$ cat src/rtl/boothmult_pkg.sv
// Shared types and defaults for the sequential radix-2 Booth multiplier.
package boothmult_pkg;

  typedef enum logic [1:0] {
    IDLE = 2'd0,
    RUN  = 2'd1,
    DONE = 2'd2
  } state_t;

  localparam int BOOTH_N = 8;

endpackage

$ cat src/rtl/booth_seq_adder.sv
// N-bit two's-complement adder; extend is the sign of the exact (N+1)-bit sum.
module booth_seq_adder #(
  parameter int N = 8
) (
  input  logic [N-1:0] x0,
  input  logic [N-1:0] x1,
  input  logic         cin,
  output logic [N-1:0] y,
  output logic         extend
);

  logic [N:0] sum;

  // Sign-extending both operands keeps the true sign even when y overflows.
  assign sum    = {x0[N-1], x0} + {x1[N-1], x1} + {{N{1'b0}}, cin};
  assign y      = sum[N-1:0];
  assign extend = sum[N];

endmodule

$ cat src/rtl/booth_seq.sv
// Sequential radix-2 Booth multiplier: N RUN cycles then a one-cycle DONE pulse.
// Optional BOOTHMULT_ZERO_BYPASS_EN: zero operands skip RUN and go straight to DONE.
module booth_seq
  import boothmult_pkg::*;
#(
  parameter int N = BOOTH_N
) (
  input  logic           clk,
  input  logic           rst_n,
  input  logic           start,
  input  logic [N-1:0]   multiplicand,
  input  logic [N-1:0]   multiplier,
  output logic           busy,
  output logic           done,
  output logic [2*N-1:0] product
);

  localparam int CW = $clog2(N + 1);

  state_t         state_reg, state_next;
  logic [N-1:0]   a_reg, q_reg, m_reg;
  logic           qm1_reg;
  logic [CW-1:0]  count_reg;
  logic [2*N-1:0] product_reg;

  logic [N-1:0]   x1;
  logic           cin;
  logic [N-1:0]   y;
  logic           extend;
  logic           accept;
  logic           bypass;
  logic           last_step;

  booth_seq_adder #(.N(N)) u_adder (
    .x0     (a_reg),
    .x1     (x1),
    .cin    (cin),
    .y      (y),
    .extend (extend)
  );

  always_comb begin
    x1  = '0;
    cin = 1'b0;
    case ({q_reg[0], qm1_reg})
      2'b01:   x1 = m_reg;
      2'b10: begin
        x1  = ~m_reg;
        cin = 1'b1;
      end
      default: ;
    endcase
  end

`ifdef BOOTHMULT_ZERO_BYPASS_EN
  assign bypass = (multiplicand == '0) || (multiplier == '0);
`else
  assign bypass = 1'b0;
`endif

  assign accept    = start && (state_reg != RUN);
  assign last_step = (state_reg == RUN) && (count_reg == CW'(1));

  always_comb begin
    state_next = state_reg;
    case (state_reg)
      IDLE: if (start) state_next = bypass ? DONE : RUN;
      RUN:  if (count_reg == CW'(1)) state_next = DONE;
      DONE: begin
        if (start) state_next = bypass ? DONE : RUN;
        else       state_next = IDLE;
      end
      default: state_next = IDLE;
    endcase
  end

  always_ff @(posedge clk or negedge rst_n) begin
    if (!rst_n) begin
      state_reg   <= IDLE;
      a_reg       <= '0;
      q_reg       <= '0;
      qm1_reg     <= 1'b0;
      m_reg       <= '0;
      count_reg   <= '0;
      product_reg <= '0;
    end else begin
      state_reg <= state_next;
      if (accept) begin
        a_reg     <= '0;
        q_reg     <= multiplier;
        qm1_reg   <= 1'b0;
        m_reg     <= multiplicand;
        count_reg <= bypass ? '0 : CW'(N);
        if (bypass) product_reg <= '0;
      end else if (state_reg == RUN) begin
        // Arithmetic shift of {A,Q,Qm1}; extend supplies the correct sign on overflow.
        a_reg     <= {extend, y[N-1:1]};
        q_reg     <= {y[0], q_reg[N-1:1]};
        qm1_reg   <= q_reg[0];
        count_reg <= count_reg - CW'(1);
        if (last_step) product_reg <= {extend, y[N-1:1], y[0], q_reg[N-1:1]};
      end
    end
  end

  assign busy    = (state_reg == RUN);
  assign done    = (state_reg == DONE);
  assign product = product_reg;

endmodule
$ cat config.mk
export PLATFORM = sky130hd
export DESIGN_NAME = booth_seq
export DESIGN_NICKNAME = d
export VERILOG_FILES = /design/src/rtl/boothmult_pkg.sv /design/src/rtl/booth_seq_adder.sv /design/src/rtl/booth_seq.sv
export SDC_FILE = /design/constraint.sdc
export NUM_CORES = 1
export LEC_CHECK = 0
export CAP_MARGIN = 20
export CORE_ASPECT_RATIO = 2
export CORE_MARGIN = 5
export CORE_UTILIZATION = 35
export CTS_CLUSTER_DIAMETER = 200
export DETAILED_ROUTE_END_ITERATION = 8
export GPL_TIMING_DRIVEN = 0
export PLACE_DENSITY = 0.62
export SLEW_MARGIN = 20
export SYNTH_ARGS = -nofsm -noshare
export SYNTH_HDL_FRONTEND = slang
export SYNTH_SLANG_ARGS = --single-unit
$ cat constraint.sdc
create_clock -name clk -period 3.85 [get_ports clk]
set_input_delay 0.77 -clock clk [delete_from_list [all_inputs] [get_ports clk]]
set_output_delay 0.77 -clock clk [all_outputs]
set_load 0.03 [all_outputs]
# == After elaboration in Yosys (flattened, before gate mapping) ==
# Cells that the tools add are included.
# word_totals
rom_bits,0
output_inout_bits,18
ramBits,0
latchBits,0
input_bits,19
reg_bits,47
memories,0
wordCells,40
# classes
shift,0
n_addsub,3
order_cmp,0
eq_ne,8
n_reduce_logical,6
bitwise_logic,2
mux,14
div,0
n_mul,0
# ops
operator,count
8-bit 2-to-1 mux,4
8-bit case mux with 2 select lines,1
8-bit by 8-bit adder with 9-bit output,1
9-bit by 1-bit adder with 9-bit output,1
4-bit 2-to-1 mux,2
8-bit NOT,1
2-bit case mux with 3 select lines,1
"2-bit by 1-bit equality test with 1-bit output, second input constant",2
"2-bit equality test, second input constant",2
"4-bit by 1-bit equality test with 1-bit output, second input constant",1
1-bit 2-to-1 mux,4
2-bit 2-to-1 mux,2
"2-bit by 1-bit inequality test with 1-bit output, second input constant",2
"4-bit by 1-bit subtractor with 4-bit output, second input constant",1
3-bit AND reduction,1
1-bit logical AND,2
2-bit zero test,1
"2-bit inequality test, second input constant",1
2-bit AND reduction,1
2-bit nonzero test,1
1-bit NOT,1

# == Depth between registers and ports, before layout ==
# Gate-level depths: netlist (run 1).
# logic_depth
ltp_word,6
mapped_depth,10
ltp_nobuf,9

# == Cells and area by module ==
# Synthesis (run 1) repeated with hierarchy kept, for this count alone.
# unflattened
cells_unflattened,211
hier_area_um2,2381.0
# by_module_without_submodules
module,area_each_um2,n_inst,seq_area_each_um2,cells_per_inst
booth_seq,2070.7,1,1176.1,176
booth_seq_adder,310.3,1,0.0,35

# == Least setup slack after synthesis (run 1) ==
# Ideal clock, no wire load.
# synth_path
kind,flip-flop to flip-flop
start,register qm1_reg
end,register a_reg[5]
period_less_slack_ns,2.504
path_slack_ns,1.346
arrival_time_ns,2.408
path_buffers,1
path_stages_with_launch,11
t_required_ns,3.755
setup_ns,0.095
cell_sequence,dfrtp_1 -> nor2b_1 -> clkbuf_1 -> nand2_1 -> o21ai_0 -> fa_1 -> fa_1 -> a211oi_1 -> o21ai_0 -> and3_1 -> o31ai_1
# synth_between
elab_chain_cells,6
elab_cells_between_ends,8
classes_between,2 x add/sub; 2 x eq/ne; 4 x mux
# synth_lines
element,line,text
start: declaration,booth_seq.sv:22,logic qm1_reg;
start signal: assignment,booth_seq.sv:99,qm1_reg <= q_reg[0];
2-bit equality test / 2-bit by 1-bit equality test with 1-bit output (equally long branches),booth_seq.sv:45,"case ({q_reg[0], qm1_reg})"
8-bit case mux with 2 select lines,booth_seq.sv:45,
8-bit by 8-bit adder with 9-bit output,booth_seq_adder.sv:15,"assign sum = {x0[N-1], x0} + {x1[N-1], x1} + {{N{1'b0}}, cin};"
9-bit by 1-bit adder with 9-bit output *,booth_seq_adder.sv:15,
8-bit 2-to-1 mux *,booth_seq.sv:95,end else if (state_reg == RUN) begin
8-bit 2-to-1 mux *,booth_seq.sv:88,if (accept) begin
end signal: assignment,booth_seq.sv:97,"a_reg <= {extend, y[N-1:1]};"
end: declaration,booth_seq.sv:21,"logic [N-1:0] a_reg, q_reg, m_reg;"
# Mark *: on every way between the ends. The rest lies on a longest branch, timed or not. The select of a mux whose other input is x is not followed.
# A chain may end at the register's enable or synchronous reset.

# == Final worst setup path (run 1) ==
# layout_path
start,register state_reg[1]
end,output busy
# layout_between
elab_chain_cells,1
# layout_lines
element,line,text
start: declaration,booth_seq.sv:20,"state_t state_reg, state_next;"
start signal: assignment,booth_seq.sv:87,state_reg <= state_next;
2-bit by 1-bit equality test with 1-bit output,booth_seq.sv:106,assign busy = (state_reg == RUN);
end: declaration,booth_seq.sv:13,"output logic busy,"
# Every way passes these cells.

==> results of run 1 <==
[cell type report]
class	count	area, sq um	share of cell area [%]
tap	88	110.1	3.693
sequential	47	1176	39.45
multi-input combinational	178	1084	36.34
inverter	6	22.52	0.7554
clock inverter	2	35.03	1.175
clock buffer	6	138.9	4.658
timing repair buffer	37	375.4	12.59
buffer	10	40.04	1.343
[path summary, 6_finish.rpt]
| check | startpoint | to | slack [ps] | depth (start not counted) |
|---|---|---|---|---|
| setup reg to reg | qm1_reg | product[13] | 1100 | 10 |
| hold reg to reg | product[3] | product[3] | 470 | 2 |
| min in group clk | product[3] | product[3] | 470 | 2 |
| max in group asynchronous | rst_n | product[7] | 2890 | 2 |
| setup / recovery | state_reg[1] | busy | 860 | 4 |
| hold / removal | rst_n | product[12] | 440 | 1 |
[worst max-delay path, delay by kind of cell (launching register included)]
family / cells / cell delay, ps
buffers and inverters: 3 / 1380
DFF: 1 / 370
and+or+nand+nor: 1 / 170
[power by group through the flow]
stage | combinational [mW] | sequential [mW] | clock, mW
floorplan | 0.829 | 1.03 | 0
global route | 1.57 | 0.932 | 0.535
CTS | 1.43 | 0.903 | 0.520
finish | 1.41 | 0.898 | 0.504
detailed placement | 1.42 | 0.912 | 0
global placement | 1.38 | 0.900 | 0
[through the flow]
step,hold WS (ps),setup WS (ps)
finish,440.2,863.7
detailed placement,461.1,1075
global route,475.2,727.0
floorplan,457.5,1346
global placement,459.5,641.9
CTS,452.8,806.1
[cell usage after synthesis (4+ instances only)]
master,count,area share (%)
nand2_1,59,9.5
dfrtp_1,47,51
o21ai_0,30,6.5
nand3_1,12,2.6
ha_1,9,4.8
clkbuf_1,8,1.3
mux2_2,8,3.9
mux2i_1,8,3.4
a21oi_1,7,1.5
nor2_1,6,0.97
inv_1,5,0.81
o211ai_1,4,1.3
[cell families after synthesis]
| family | share of synthesized area [%] |
|---|---|
| AO/OA/AOI/OAI | 13.52 |
| flip-flops | 50.65 |
| AND/OR/NAND/NOR | 18.10 |
| multiplexers | 7.328 |
| adder cells (fa/ha/maj) | 6.573 |
| buffers and inverters | 2.694 |
| XOR/XNOR | 1.132 |
[per-layer routing]
metal	GRT usage, %	share of wire [%]
met1	14.19	37
met3	2.783	3.8
met4	7.895	3.3
met2	26.02	56
met5	0	0
==> metrics.yaml, run 1 <==
rsz0062_at_grt: "no"
netlist_area_sq_um: 2322
status: "finished, final reports clean"
largest_reg_flops: 16
wl_per_cell_um: 14.71
hpwl_mm: 4.212
clk_latency_ps: 290
hp-class: "input port to async pin"
grt_pass1_vias: 1981
drv_cap: 0
grt_overflow: 0
cts_hold_buf: 0
hold_viol: 0
cts.reportedPaths.clkPinSlew_ps: 60
nNetsFinal: 315
cts_num_sinks: 47
fmax_mhz: 334.9
place.gp.congestion: 0.8424
cts.path.max_buffers: 2
firstDrtPassIters: 4
grtUsageTotal_pct: 14.27
design.core.area_sq_um: 6569
crit_slowest_cell: "clkdlybuf4s50_1"
dieHeight_um: 125.2
start_kind: "flop"
antenna_found_initial: 0
portBuffers: 36
avgSynthCellArea_sq_um: 9.636
synth-async-reset-ratio_pct: 100.0
tightest_slew_ps: 741.8
totalPowerFinal_mw: 2.810
cp.arrival_ps: 2220
comb_power_share_pct: 50.1
pwr-share-clk_pct: 17.9
slew_headroom_pct: 50.55
layout_common_cells: "nand2_1, dfrtp_1, clkdlybuf4s50_1"
num_vias: 1857
slowest_delay_ps: 770
design_area_sq_um: 2982
ys_seq_area_share_pct: 50.65
cts_made_buffers: 5
ir_drop_mv: 0.2683
setup_viol: 0
fin_crit_ps: 2986
cts_setup_buffers: 0
htreeDepth: 2
num_antenna_cells: 0
ant_nets: 0
drive_above_1_share_pct: 7.343
grt_max_degree: 29
synth-edff-count: 0
cts_tree: "built"
io_pins: 37
root_buffer: "clkbuf_16"
skew_ps: 4.373
placed_cell_area_sq_um: 2808
p_leak_nw: 1.360
synthesis.instances: 241
drt_first_iter_violations: 80
switching_power_mw: 1.170
crit_chain: "nand2b_1, clkinv_1, clkbuf_1, clkdlybuf4s50_1"
ys_ff_latch: 47
ys_warn_count: 0
slew_violations: 0
synth_cell_types: 35
mostFrequentLayoutCell: "nand2_1"
cts_resized: 0
critPathKind: "flop to output port"
core.rowCount: 42
period_share_pct: 77.57
place_inst: 366
initial_core_util_pct: 35.35
share_seq_of_total_power_pct: 32.0
die_width_um: 67.60
setup_tns_ps: 0
fillers: 654
final_util_pct: 45.39
worstPathRequired_ps: 3080
grt_first_pass_wirelength_mm: 9.066
netSwitchingFraction_pct: 41.66
drc: 0
worstPathMaxFanout: 10
fin_cells: 374
syn2layout_area_growth_pct: 28.39
cp-end-kind: "output port"
syn_nets: 271
internal-power_mw: 1.639
die_area_sq_um: 8463
power_density_nw_per_um2: 942.3
synth-main-ff-cell: "dfrtp_1"
wirelength_mm: 5.501
viasPerCell: 4.965
Note: power is estimated with default switching activity, not from simulation.
==> run 2, diff against run 1 <==
==> constraint.sdc (replaced) <==
create_clock -name clk -period 3.1 [get_ports clk]
set_input_delay 0.62 -clock clk [delete_from_list [all_inputs] [get_ports clk]]
set_output_delay 0.62 -clock clk [all_outputs]
set_load 0.03 [all_outputs]
==> results of run 2 <==
Same layout as run 1 (identical final DEF). Status: finished, final reports clean.
Among the figures that moved: setup slack after placement 1075 ps -> 325.4 ps; setup slack after layout 863.7 ps -> 263.7 ps; hold slack 440.2 ps -> 290.2 ps; register-to-register setup slack 1100 ps -> 350 ps; total power 2.810 mW -> 3.489 mW; worst IR drop on VDD 0.2683 mV -> 0.3333 mV
==> run 3, diff against run 2 <==
--- a/config.mk
+++ b/config.mk
@@ -12,6 +12,7 @@
 export CTS_CLUSTER_DIAMETER = 200
 export DETAILED_ROUTE_END_ITERATION = 8
 export GPL_TIMING_DRIVEN = 0
+export MAX_ROUTING_LAYER = met4
 export PLACE_DENSITY = 0.62
 export SLEW_MARGIN = 20
 export SYNTH_ARGS = -nofsm -noshare
==> run 3 against run 2 <==
Compared with the run above:
- clock skew fell by 0.85 ps
- core utilization did not move
- hold slack worse by 0.53 ps
- flip-flop and latch count did not move
- via count up 0.38%
- critical endpoint unchanged
- critical path type unchanged
- clock power hardly changed
- die area unchanged
- register-to-register slack barely moved
- global-route usage grew 0.38 points
- final cell count did not move
- total power about the same
- largest cell class unchanged
==> metrics.yaml, run 3 (same netlist as run 1, synthesis figures left out) <==
dieHeight_um: 125.2  # unchanged
totalPowerFinal_mw: 3.490  # was 3.489 mW
cts.path.max_buffers: 2  # unchanged
cts_resized: 0  # unchanged
design.core.area_sq_um: 6569  # unchanged
rr_worst_depth: 10  # unchanged
ir_drop_mv: 0.3333  # about the same
largest_reg_flops: 16  # unchanged
hold_viol: 0  # unchanged
drc: 0  # unchanged
slew_headroom_pct: 50.51  # was 50.55%
cp-end-kind: "output port"  # unchanged
crit_chain: "nand2b_1, clkinv_1, clkbuf_1, clkdlybuf4s50_1"  # unchanged
cts_setup_buffers: 0  # unchanged
tightest_slew_ps: 742.3  # was 741.8 ps
cts_made_buffers: 5  # unchanged
reg2reg_setup_slack_ps: 350  # about the same
firstDrtPassIters: 4  # unchanged
r2r-end: "product[13]"  # unchanged
num_vias: 1864  # was 1857
setup_tns_ps: 0  # unchanged
critPathKind: "flop to output port"  # unchanged
placed_cell_area_sq_um: 2808  # unchanged
start_kind: "flop"  # unchanged
mostFrequentLayoutCell: "nand2_1"  # unchanged
clk_latency_ps: 290  # about the same
nNetsFinal: 315  # unchanged
cts_tree: "built"  # unchanged
worstPathMaxFanout: 10  # unchanged
io_pins: 37  # unchanged
crit_start: "state_reg[1]"  # unchanged
grt_max_degree: 29  # unchanged
die_width_um: 67.60  # unchanged
path_buf_inv: 3  # unchanged
cts.reportedPaths.clkPinSlew_ps: 60  # about the same
ant_nets: 0  # unchanged
antenna_found_initial: 0  # unchanged
power_density_nw_per_um2: 1170  # about the same
grtUsageTotal_pct: 14.65  # was 14.27%
skew_ps: 3.519  # was 4.373 ps
slew_violations: 0  # unchanged
wl_per_cell_um: 14.71  # about the same
drv_cap: 0  # unchanged
fin_crit_ps: 2834  # was 2836 ps
crit_slowest_cell: "clkdlybuf4s50_1"  # unchanged
hpwl_mm: 4.212  # unchanged
cp.arrival_ps: 2210  # was 2220 ps
grt_first_pass_wirelength_mm: 9.039  # was 9.066 mm
cts_num_sinks: 47  # unchanged
htreeDepth: 2  # unchanged
rsz0062_at_grt: "no"  # unchanged
crit_path_end: "busy"  # unchanged
p_leak_nw: 1.360  # unchanged
wirelength_mm: 5.500  # was 5.501 mm
portBuffers: 36  # unchanged
drt_first_iter_violations: 72  # was 80
hp-class: "input port to async pin"  # unchanged
fmax_mhz: 352.8  # was 352.6 MHz
die_area_sq_um: 8463  # unchanged
num_antenna_cells: 0  # unchanged
syn2layout_area_growth_pct: 28.39  # unchanged
viasPerCell: 4.984  # was 4.965
slowest_delay_ps: 770  # about the same
layout_common_cells: "nand2_1, dfrtp_1, clkdlybuf4s50_1"  # unchanged
status: "finished, final reports clean"  # unchanged
grt_pass1_vias: 1989  # was 1981
period_share_pct: 91.43  # was 91.50%
setup_viol: 0  # unchanged
root_buffer: "clkbuf_16"  # unchanged
cts_hold_buf: 0  # unchanged
fillers: 654  # unchanged
core.rowCount: 42  # unchanged
cp_top_family: "buffers and inverters"  # unchanged
design_area_sq_um: 2982  # unchanged
worstPathRequired_ps: 2480  # about the same
critical_path_depth: 4  # unchanged
initial_core_util_pct: 35.35  # unchanged
reg2reg_from: "qm1_reg"  # unchanged
grt_overflow: 0  # unchanged
drive_above_1_share_pct: 7.343  # unchanged
place.gp.congestion: 0.8556  # was 0.8424
[run 3: cell counts in the layout (fill, tap and decap cells not counted)]
No cell type changed its count.
[run 3: stage by stage]
step	utilization, %	worst slack, ps	hold slack [ps]	instances
floorplan	-	596.2	324.4	241
global placement	42.51	41.91	459.5	365
global route	45.39	92.50	325.2	374
finish	45.39	265.5	289.7	374
detailed placement	42.74	325.4	461.1	366
CTS	45.39	206.1	302.8	374
[run 3: layout make-up]
type	count	area [sq um]	area share (%)
well taps	88	110.1	3.693
inverters	6	22.52	0.7554
multi-input cells	178	1084	36.34
plain buffers	10	40.04	1.343
flip-flops and latches	47	1176	39.45
clock inverters	2	35.03	1.175
repair buffers	37	375.4	12.59
clock buffers	6	138.9	4.658
[run 3: metal layers]
layer	GRT usage [%]	wire length, um
met1	14.24	2021
met2	26.13	3109
met3	2.424	200
met4	7.895	168
met5	-	0
[run 3: worst min-delay path by stage]
stage,cells after the start,to,slack [ps],start
5_1_grt,1,product[11],330,rst_n
3_5_place_dp,2,product[3],460,product[3]
3_3_place_gp,2,product[3],460,product[3]
4_1_cts,1,product[11],300,rst_n
6_report,1,product[12],290,rst_n
2_1_floorplan,0,a_reg[0],320,rst_n
[run 3: worst reg2reg max path, delay by kind of cell (launching register included)]
family,cells,cell delay [ps]
DFF,1,390
AOI/OAI and AO/OA,4,790
buffers and inverters,1,180
and+or+nand+nor,3,410
adders and majority gates,2,880
[run 3: report_power, final]
part	total, mW	internal, mW	leakage, nW	switching, mW
sequential	1.12	0.920	0.576	0.195
clock	0.626	0.401	0.0868	0.225
combinational	1.75	0.714	0.697	1.03
total	3.49	2.04	1.36	1.45
